==> src/rtl/losuj_pkg.sv <==
// losuj_pkg: shared state type, constants and helpers for the LOSUJ digit roller
package losuj_pkg;
    typedef enum logic [1:0] {IDLE, ROLL, DRAW, SHOW} state_t;
    localparam logic [3:0] DIGIT_DASH = 4'd10;
    localparam logic [15:0] LFSR_TAPS = 16'hB400;
    localparam int DRAW_MAX_REJECT = 16;
    function automatic logic [15:0] lfsr_next(input logic [15:0] l);
        return (l >> 1) ^ (l[0] ? LFSR_TAPS : 16'h0000);
    endfunction
    // Folds 10..15 onto 4..9 so every nibble maps to a displayable digit
    function automatic logic [3:0] fold_digit(input logic [3:0] n);
        return n < 4'd10 ? n : n - 4'd6;
    endfunction
endpackage

==> src/rtl/key_debounce.sv <==
// key_debounce: synchronizes an active-low key and debounces it into a level plus edge strobes
module key_debounce #(
    parameter int DEBOUNCE_CYCLES = 1_000_000
) (
    input  logic CLOCK_50,
    input  logic RESET,
    input  logic KEY_N,
    output logic level,
    output logic press_evt,
    output logic release_evt
);
    localparam int CW = $clog2(DEBOUNCE_CYCLES + 1);
    logic [1:0] sync_n;
    logic level_q;
    logic pressed;
    logic [CW-1:0] cnt;
    assign pressed = ~sync_n[1];
    always_ff @(posedge CLOCK_50) begin
        if (RESET) begin
            sync_n <= 2'b11;
            level <= 1'b0;
            level_q <= 1'b0;
            cnt <= '0;
        end else begin
            sync_n <= {sync_n[0], KEY_N};
            level_q <= level;
            if (pressed == level)
                cnt <= '0;
            else if (cnt == CW'(DEBOUNCE_CYCLES - 1)) begin
                level <= pressed;
                cnt <= '0;
            end else
                cnt <= cnt + CW'(1);
        end
    end
    assign press_evt = level & ~level_q;
    assign release_evt = ~level & level_q;
endmodule

==> src/rtl/losuj_roll.sv <==
// losuj_roll: turns a push-button into a spinning digit that freezes on a uniform random draw
module losuj_roll
    import losuj_pkg::*;
#(
    parameter int DEBOUNCE_CYCLES = 1_000_000,
    parameter int ROLL_DIV = 2_500_000,
    parameter logic [15:0] LFSR_SEED = 16'hACE1
) (
    input  logic       CLOCK_50,
    input  logic       RESET,
    input  logic       KEY_N,
    output logic [3:0] digit,
    output logic       digit_valid,
    output logic       rolling,
    output logic       new_result
);
    localparam logic [15:0] SEED = (LFSR_SEED == 16'h0000) ? 16'h0001 : LFSR_SEED;
    localparam int TW = $clog2(ROLL_DIV + 1);
    state_t state;
    logic [15:0] lfsr;
    logic [TW-1:0] tick;
    logic [4:0] rej;
    logic [3:0] nib;
    logic press_evt, release_evt, key_level_unused;
    assign nib = lfsr[3:0];
    key_debounce #(.DEBOUNCE_CYCLES(DEBOUNCE_CYCLES)) u_key (
        .CLOCK_50(CLOCK_50),
        .RESET(RESET),
        .KEY_N(KEY_N),
        .level(key_level_unused),
        .press_evt(press_evt),
        .release_evt(release_evt)
    );
    always_ff @(posedge CLOCK_50) begin
        if (RESET) begin
            state <= IDLE;
            lfsr <= SEED;
            tick <= '0;
            rej <= '0;
            digit <= DIGIT_DASH;
            digit_valid <= 1'b0;
            rolling <= 1'b0;
            new_result <= 1'b0;
        end else begin
            lfsr <= lfsr_next(lfsr);
            new_result <= 1'b0;
            case (state)
                IDLE: begin
                    digit <= DIGIT_DASH;
                    if (press_evt) begin
                        state <= ROLL;
                        rolling <= 1'b1;
                        tick <= '0;
                    end
                end
                ROLL: begin
                    if (release_evt) begin
                        state <= DRAW;
                        rolling <= 1'b0;
                        rej <= '0;
                    end else if (tick == TW'(ROLL_DIV - 1)) begin
                        tick <= '0;
                        digit <= fold_digit(nib);
                    end else
                        tick <= tick + TW'(1);
                end
                // Rejection sampling keeps the draw uniform; the fold after the cap bounds latency
                DRAW: begin
                    if (nib < 4'd10 || rej == 5'(DRAW_MAX_REJECT)) begin
                        digit <= fold_digit(nib);
                        new_result <= 1'b1;
                        digit_valid <= 1'b1;
                        state <= SHOW;
                    end else
                        rej <= rej + 5'd1;
                end
                SHOW: begin
                    if (press_evt) begin
                        state <= ROLL;
                        rolling <= 1'b1;
                        digit_valid <= 1'b0;
                        tick <= '0;
                    end
                end
                default: state <= IDLE;
            endcase
        end
    end
endmodule

==> config.mk <==
export PLATFORM = sky130hd
export DESIGN_NAME = losuj_roll
export DESIGN_NICKNAME = d
export VERILOG_FILES = /design/src/rtl/losuj_pkg.sv /design/src/rtl/key_debounce.sv /design/src/rtl/losuj_roll.sv
export SDC_FILE = /design/constraint.sdc
export NUM_CORES = 1
export LEC_CHECK = 0
export CAP_MARGIN = 20
export CORE_ASPECT_RATIO = 1.75
export CORE_UTILIZATION = 30
export CTS_CLUSTER_DIAMETER = 100
export DETAILED_ROUTE_END_ITERATION = 16
export DONT_BUFFER_PORTS = 1
export SETUP_SLACK_MARGIN = 0.02
export SYNTH_ARGS = -nofsm -noshare
export SYNTH_HDL_FRONTEND = slang
export SYNTH_HIERARCHICAL = 1
export SYNTH_SLANG_ARGS = --single-unit
==> constraint.sdc <==
create_clock -name CLOCK_50 -period 2.6 [get_ports CLOCK_50]
set_input_delay 0.26 -clock CLOCK_50 [delete_from_list [all_inputs] [get_ports CLOCK_50]]
set_output_delay 0.26 -clock CLOCK_50 [all_outputs]
set_load 0.03 [all_outputs]
# --- Yosys cells after proc, flatten, opt, wreduce, memory -nomap -nowiden ---
# Cells that the tools add are included.
word_totals:
  register_bits: 76
  wordCells: 79
classes:
  addsub: 4
  n_lt_le_gt_ge: 1
  n_eq_ne: 14
  mux: 24
  bitwise_logic: 8
  n_reduce_logical: 16
op_table:
  columns: ["operator", "n"]
  rows:
  - ["2-to-1 mux 22 bit", 3]
  - ["case mux 22 bit (2 select lines)", 1]
  - ["adder 22 x 1 -> 22 bit, second input constant", 1]
  - ["equality test 22 bit, second input constant", 1]
  - ["adder 20 x 1 -> 20 bit, second input constant", 1]
  - ["equality test 20 bit, second input constant", 1]
  - ["2-to-1 mux 16 bit", 1]
  - ["2-to-1 mux 4 bit", 4]
  - ["bitwise XOR 15 x 16 -> 16 bit", 1]
  - ["AND reduction 3 bit", 5]
  - ["!= test 2 bit, second input constant", 6]
  - ["case mux 4 bit (3 select lines)", 1]
  - ["2-to-1 mux 5 bit", 2]
  - ["case mux 5 bit (2 select lines)", 1]
  - ["2-to-1 mux 2 bit", 3]
  - ["case mux 2 bit (3 select lines)", 1]
  - ["nonzero test 2 bit", 3]
  - ["adder 5 x 1 -> 5 bit, second input constant", 1]
  - ["equality test 5 bit, second input constant", 1]
  - ["2-to-1 mux 1 bit", 5]
  - ["NOT 1 bit", 5]
  - ["equality test 2 bit, second input constant", 2]
  - ["less-than comparator 4 bit, second input constant", 1]
  - ["case mux 1 bit (2 select lines)", 2]
  - ["other kinds (12)", 14]

# --- Depth between registers and ports, before layout ---
# Gate-level depths: netlist of the first run.
depth:
  depth_word: 5
  depth_mapped: 9
  depth_no_buf: 7

# --- Cells and area by module ---
# The synthesis of the first run kept the hierarchy.
by_module_without_submodules:
  columns: ["mod", "n_inst", "cells_each", "area_each_um2"]
  rows:
  - ["losuj_roll", 1, 287, 2524.9]
  - ["key_debounce", 1, 115, 1063.5]

# --- Worst setup path before layout of the first run ---
# Ideal clock, no wire load.
synth_path:
  path_kind: "reg2reg"
  from: "reg state[0]"
  to: "reg tick[18]"
  setup_ns: 0.122
  arrival_ns: 1.721
  required_ns: 2.478
  path_slack_ns: 0.757
  path_stages_with_launch: 9
  path_buffers: 1
  synth_period_minus_slack_ns: 1.843
  path_cell_list: "dfxtp_1 > inv_1 > ha_1 > clkbuf_1 > nand2b_1 > o211ai_1 > nor4_2 > xnor2_1 > nor2_1"
synth_via:
  elab_chain_cells: 4
  word_cells_on_any_way: 9
  classes_between: "eq/ne: 4; mux: 1; reduce/logical: 4"
synth_rtl:
  columns: ["element", "line_no", "text"]
  rows:
  - ["start, declared", "losuj_roll.sv:19", "state_t state;"]
  - ["start signal, assigned", "losuj_roll.sv:36", "state <= IDLE;"]
  - ["start signal, assigned", "losuj_roll.sv:51", "state <= ROLL;"]
  - ["start signal, assigned", "losuj_roll.sv:58", "state <= DRAW;"]
  - ["equality test 2 bit / zero test 2 bit (equally long branches)", "losuj_roll.sv:47", "case (state)"]
  - ["OR reduction 2 bit (no line)", null, null]
  - ["!= test 2 x 1 -> 1 bit (no line) / nonzero test 2 bit (equally long branches)", null, null]
  - ["AND reduction 3 bit (no line)", null, null]
  - ["end signal, assigned", "losuj_roll.sv:65", "tick <= tick + TW'(1);"]
  - ["end, declared", "losuj_roll.sv:21", "logic [TW-1:0] tick;"]
# Several ways; a longest one is shown, not always the timed one.
# A chain may end at the register's enable or synchronous reset.

# --- Worst setup path after layout of the first run ---
layout_path:
  from: "reg state[0]"
  to: "reg tick[2]"
# Same word-level chain as after synthesis.

==> results.py, run 1 <==
metrics = {
    "synthesis": {
        "ys_types": 59,
        "syn_nets": 415,
        "yosysTopAreaCell": "dfxtp_1",
        "yosys-top-cells-area": "dfxtp_1 (42%), xnor2_1 (4.6%), nor2_1 (4.1%)",
        "synth-edff-count": 0,
        "synthTopCellsByCount": "dfxtp_1 (76), nor2_1 (39), nand2_1 (34)",
        "syn_avg_cell_area_um2": 8.93,
        "synth_area_mm2": 0.00359,
        "yosys_warnings": 6,
        "synth_seq_cells": 76,
        "synth_most_common_cell": "dfxtp_1",
        "yosysSeqAreaShare_pct": 42.4,
        "ys.flop_type": "dfxtp_1",
        "synthCells": 402,
        "synth_top_area_share_pct": 42.4,
        "synthArstFlopShare_pct": 0,
    },
    "cells_and_area": {
        "fin_nets": 416,
        "antenna_cells": 0,
        "final_area_mm2": 0.00399,
        "synthToLayoutAreaGrowth_pct": 11.1,
        "drive_gt1_share_pct": 11.5,
    },
    "sta": {
        "finalMaxSlewViolations": 0,
        "period_needed_ns": 2.27,
        "fin_skew_ns": 0.0111,
        "tightest_slew_ns": 0.744,
        "max_freq_mhz": 441,
        "min_period_over_period_pct": 87.3,
        "holdWs_ns": 0.0273,
        "slew_headroom_pct": 50.2,
        "finalHoldViolCount": 0,
        "fin_ws_ns": 0.331,
        "rsz0062_at_grt": "no",
        "setup_viol": 0,
        "setup_tns_ns": 0,
    },
    "min_path": {
        "min-delay-start": "KEY_N",
        "min_path_type": "in2reg",
    },
    "global_routing": {
        "grt_overflow": 0,
        "grt_pass1_wl_um": 12500,
        "antenna_found_initial": 0,
        "grt_start_max_net_pins": 29,
        "grt_pass1_vias": 2768,
        "track_usage_pct": 12.5,
    },
    "floorplan": {
        "ios": 10,
        "die_h_um": 147,
        "fp.dieW_um": 84.7,
        "start_util_pct": 31.0,
        "die-area_mm2": 0.0124,
        "core_area_mm2": 0.0116,
        "fp-row-count": 52,
    },
    "setup_path": {
        "critPathCapture": "tick[2]",
        "path_cells": "inv_1 > ha_1 > and2b_1 > o21ai_4 > nor3b_1 > o21ai_0 > a21oi_1",
        "critPathTopFamily": "compound AO/OA/AOI/OAI gates",
        "slowest_delay_ns": 0.59,
        "cp_num_buf_inv": 1,
        "cp-start-kind": "flip-flop",
        "r2r_cells": 7,
        "path_class": "reg2reg",
        "cp.depth": 7,
        "critPathLaunch": "state[0]",
        "cp.required_ns": 2.82,
        "cp.arrival_ns": 2.49,
        "critPathCaptureType": "flip-flop",
        "rr_endpoint": "tick[2]",
        "r2r-start": "state[0]",
        "reg2reg_setup_slack_ns": 0.33,
        "critPathMaxFanout": 28,
        "slowest_stage": "o21ai_4",
    },
    "detailed_routing": {
        "drc_errors": 0,
        "wl_per_cell_um": 13.2,
        "drt_iter0_drc": 72,
        "wl_um": 7160,
        "via_per_inst": 5.10,
        "drtPass1Iterations": 4,
        "ant_nets": 0,
        "vias": 2767,
    },
    "placed_design": {
        "dp_worst_setup_slack_ns": 0.361,
        "dpl_cell_area_mm2": 0.00368,
        "io_buffers": 0,
        "place_hpwl_um": 4970,
        "gp_congestion": 0.751,
    },
    "clock_network": {
        "cts.path.max_buffers": 2,
        "clk-insertion-delay-late_ns": 0.33,
        "cts_hold_buf": 2,
        "cts_made_buffers": 9,
        "path_clk_slew_ns": 0.06,
        "cts_sinks": 76,
        "cts_setup_buffers": 0,
        "cts_resized": 0,
        "htreeDepth": 3,
        "cts_tree": "done",
        "root_buffer": "clkbuf_16",
    },
    "power": {
        "powerDensity_mw_per_mm2": 730,
        "ir_drop_uv": 390,
        "finalPower_w": 0.00291,
        "p_leak_nw": 1.28,
    },
    "outcome": {
        "status": "finished clean",
    },
    "job": {
        "maxCapViolCount": 0,
    },
}
[area by class of cell]
class                      count  area (µm²)
fill                        1214        7590
multi-input combinational    304        1950
tap                          135         169
timing repair buffer           4        42.5
clock inverter                 7        50.0
inverter                       8        30.0
clock buffer                   9         225
sequential                    76        1520
[power breakdown]
part	internal [W]	total (W)	switching, W
registers	0.00121	0.00128	0.0000689
clock network	0.000648	0.00115	0.000499
logic	0.000160	0.000482	0.000322
total	0.00202	0.00291	0.000890
[layer usage]
layer	track usage, %	part of all wire [%]	vias to the layer above
met4	6.10	2.0	0
met2	22.4	51	23
met1	13.5	44	1298
li1	-	-	1433
met5	0	0	-
met3	2.94	3.7	13
[state kept, by name (all words and copies together) (netlist names)]
register / flops
u_key/sync_n: 2
lfsr: 16
digit: 4
state: 2
u_key/level: 1
rolling: 1
tick: 22
new_result: 1
digit_valid: 1
u_key/level_q: 1
u_key/cnt: 20
rej: 5
[how the worst min path moves through the flow]
| stage | endpoint | cells past startpoint |
|---|---|---|
| 6_report | u_key/sync_n[0] | 1 |
| 5_1_grt | digit[1] | 1 |
| 4_1_cts | digit[1] | 1 |
| 3_5_place_dp | digit[0] | 1 |
| 3_3_place_gp | digit[2] | 1 |
| 2_1_floorplan | u_key/level_q | 1 |
[layout by cell type (no fill, tap or decap), types with 2 or more instances in the layout]
| cell | netlist | routed |
|---|---|---|
| nand4_1 | 11 | 11 |
| nor3b_1 | 4 | 4 |
| o21ai_0 | 9 | 9 |
| nand3b_1 | 2 | 2 |
| and4bb_2 | 2 | 2 |
| and3_1 | 6 | 6 |
| or2_2 | 8 | 8 |
| inv_1 | 8 | 8 |
| mux2_2 | 3 | 3 |
| or4_1 | 4 | 4 |
| nor2b_1 | 14 | 14 |
| nor4b_1 | 2 | 2 |
| clkinvlp_4 | 0 | 3 |
| o211ai_1 | 3 | 3 |
| nand3_1 | 26 | 26 |
| and4_1 | 6 | 6 |
| nand2b_1 | 6 | 6 |
| clkbuf_16 | 0 | 9 |
| a21oi_1 | 21 | 21 |
| dfxtp_1 | 76 | 76 |
| o31ai_1 | 3 | 3 |
| xnor2_1 | 19 | 19 |
| o21bai_1 | 2 | 2 |
| clkinv_2 | 0 | 2 |
| nor3_1 | 20 | 20 |
| xor2_1 | 10 | 10 |
| dlygate4sd3_1 | 0 | 2 |
| inv_6 | 0 | 2 |
| a211o_1 | 2 | 2 |
| ha_1 | 10 | 10 |
| and2_1 | 4 | 4 |
| nand2_1 | 34 | 34 |
| a31oi_1 | 8 | 8 |
| nor2_1 | 39 | 39 |
[logic make-up (layout without fill, tap and decap cells)]
| group | count (synthesis) | in the layout | share of synthesized area, % |
|---|---|---|---|
| flops | 76 | 76 | 42.4 |
| mux | 4 | 4 | 1.22 |
| compound gates | 58 | 58 | 11.2 |
| xor+xnor | 29 | 29 | 7.08 |
| simple gates | 203 | 203 | 31.4 |
| buf+inv | 22 | 28 | 3.28 |
| fa+ha+maj | 10 | 10 | 3.49 |
[through the flow]
step | utilization (%) | instances
after CTS | 34.3 | 542
after global placement | 31.8 | 524
after floorplan | - | 402
final | 34.4 | 543
after detailed placement | 31.8 | 524
after global routing | 34.4 | 543
Power figures use the tool's default switching activity.
==> inputs of run 2 (changes only) <==
--- a/config.mk
+++ b/config.mk
@@ -6,11 +6,15 @@
 export NUM_CORES = 1
 export LEC_CHECK = 0
 export CAP_MARGIN = 20
+export CELL_PAD_IN_SITES_DETAIL_PLACEMENT = 2
+export CELL_PAD_IN_SITES_GLOBAL_PLACEMENT = 2
 export CORE_ASPECT_RATIO = 1.75
 export CORE_UTILIZATION = 30
 export CTS_CLUSTER_DIAMETER = 100
 export DETAILED_ROUTE_END_ITERATION = 16
 export DONT_BUFFER_PORTS = 1
+export PLACE_DENSITY = 0.73
+export RECOVER_POWER = 100
 export SETUP_SLACK_MARGIN = 0.02
 export SYNTH_ARGS = -nofsm -noshare
 export SYNTH_HDL_FRONTEND = slang
==> results.py, run 2 (synthesis gave the netlist of run 1 again) <==
metrics = {
    "detailed_routing": {
        "ant_nets": 0,
        "drt_iter0_drc": 77,
        "vias": 2919,
        "drtPass1Iterations": 6,
        "wl_um": 9480,
        "drc_errors": 0,
        "via_per_inst": 5.38,
        "wl_per_cell_um": 17.5,
    },
    "global_routing": {
        "antenna_found_initial": 0,
        "grt_pass1_wl_um": 16000,
        "grt_start_max_net_pins": 29,
        "grt_overflow": 0,
        "track_usage_pct": 16.5,
        "grt_pass1_vias": 3227,
        "use_met3_pct": 3.79,
        "use_met1_pct": 16.0,
        "grt_use_met2_pct": 33.0,
        "busiest_layer": "met2",
    },
    "power": {
        "p_sw_w": 0.000953,
        "p_int_w": 0.00213,
        "clkPwrFrac_pct": 42.4,
        "p_comb_share_pct": 16.1,
        "ir_drop_uv": 361,
        "powerDensity_mw_per_mm2": 770,
        "finalPower_w": 0.00308,
        "p_seq_share_pct": 41.5,
        "p_leak_nw": 1.30,
        "sw_frac_of_total_pct": 30.9,
    },
    "floorplan": {
        "die-area_mm2": 0.0124,
        "fp-row-count": 52,
        "ios": 10,
        "die_h_um": 147,
        "fp.dieW_um": 84.7,
        "start_util_pct": 31.0,
        "core_area_mm2": 0.0116,
    },
    "setup_path": {
        "cp.arrival_ns": 2.59,
        "path_class": "reg2reg",
        "slowest_stage": "o21ai_4",
        "critPathMaxFanout": 28,
        "critPathCaptureType": "flip-flop",
        "cp-start-kind": "flip-flop",
        "slowest_delay_ns": 0.61,
        "cp_num_buf_inv": 1,
        "critPathTopFamily": "compound AO/OA/AOI/OAI gates",
        "cp.required_ns": 2.87,
        "path_cells": "inv_1 > ha_1 > and2b_1 > o21ai_4 > o21bai_2 > nor2_1",
    },
    "sta": {
        "min_period_over_period_pct": 89.3,
        "rsz0062_at_grt": "no",
        "fin_ws_ns": 0.278,
        "tightest_slew_ns": 0.757,
        "fin_skew_ns": 0.00701,
        "finalHoldViolCount": 0,
        "period_needed_ns": 2.32,
        "max_freq_mhz": 431,
        "finalMaxSlewViolations": 0,
        "setup_viol": 0,
        "setup_tns_ns": 0,
        "slew_headroom_pct": 49.3,
    },
    "placed_design": {
        "gp_congestion": 0.718,
        "dp_worst_setup_slack_ns": 0.292,
        "io_buffers": 0,
        "place_hpwl_um": 6380,
        "dpl_cell_area_mm2": 0.00368,
    },
    "clock_network": {
        "cts_sinks": 76,
        "cts_tree": "done",
        "cts_made_buffers": 9,
        "clk-insertion-delay-late_ns": 0.34,
        "cts.path.max_buffers": 2,
        "path_clk_slew_ns": 0.06,
        "cts_setup_buffers": 0,
        "htreeDepth": 3,
        "root_buffer": "clkbuf_16",
    },
    "job": {
        "maxCapViolCount": 0,
    },
    "cells_and_area": {
        "final_common_cell": "dfxtp_1",
        "fin_nets": 416,
        "most-common-layout-cells": "dfxtp_1 (76), nor2_1 (39), nand2_1 (34), nand3_1 (26), a21oi_1 (21)",
        "final_area_mm2": 0.00400,
        "regMostFlops": "tick",
        "largest_register_ffs": 22,
        "antenna_cells": 0,
        "finish.utilization_pct": 34.5,
        "reg_top3": "tick (22), u_key/cnt (20), lfsr (16)",
        "drive_gt1_share_pct": 11.3,
        "synthToLayoutAreaGrowth_pct": 11.4,
    },
    "min_path": {
        "min_path_type": "in2reg",
    },
    "outcome": {
        "status": "finished clean",
    },
}
==> run 2: changes by cell type in the layout (fill, tap and decap cells not counted), sizes merged <==
cell         change
bufinv           +1
clkbuf           +1
clkinv           -2
clkinvlp         -1
dlygate4sd3      -1
inv              +2
==> run 2: cell type report <==
type | instances | area, µm²
Sequential cell | 76 | 1520
Multi-Input combinational cell | 304 | 1930
Clock inverter | 7 | 82.6
Fill cell | 1312 | 7580
Timing Repair Buffer | 4 | 42.5
Clock buffer | 9 | 225
Inverter | 8 | 30.0
Tap cell | 135 | 169
==> run 2: worst reg2reg max path, delay by kind of cell (launching register included) <==
family,cells,cell delay [ns]
AOI/OAI and AO/OA,2,0.94
and+or+nand+nor,2,0.44
adders and majority gates,1,0.42
DFF,1,0.38
buffers and inverters,1,0.08
==> run 2: layer usage <==
layer	share of wire (%)	routed length, µm
met5	0	0
met4	1.4	130
met3	3.3	310
met2	58	5470
met1	38	3570
==> run 2: what timing repair did <==
action	in CTS	in global routing
hold endpoints to repair	28	0
hold buffers	2	0
resized for setup	0	0
==> run 2: final timing paths <==
path / from / endpoint / slack [ns] / cells past startpoint
max: state[0] / tick[17] / 0.28 / 6
min: RESET / new_result / 0.008 / 1
max reg2reg: state[0] / tick[17] / 0.28 / 6
min reg2reg: lfsr[7] / lfsr[6] / 0.42 / 1
==> run 2: stage by stage <==
step | hold WS [ns] | instances
detailed placement | 0.337 | 525
finish | 0.00794 | 543
CTS | 0.00269 | 543
global placement | 0.333 | 525
global route | 0.000583 | 543
floorplan | 0.341 | 402
==> run 2: power by group through the flow <==
| stage | registers (W) | clock network [W] | logic (W) |
|---|---|---|---|
| 5_1_grt | 0.00128 | 0.00139 | 0.000549 |
| 6_report | 0.00128 | 0.00131 | 0.000495 |
| 3_5_place_dp | 0.00131 | 0 | 0.000498 |
| 3_3_place_gp | 0.00130 | 0 | 0.000476 |
| 4_1_cts | 0.00128 | 0.00135 | 0.000515 |
| 2_1_floorplan | 0.00130 | 0 | 0.000437 |
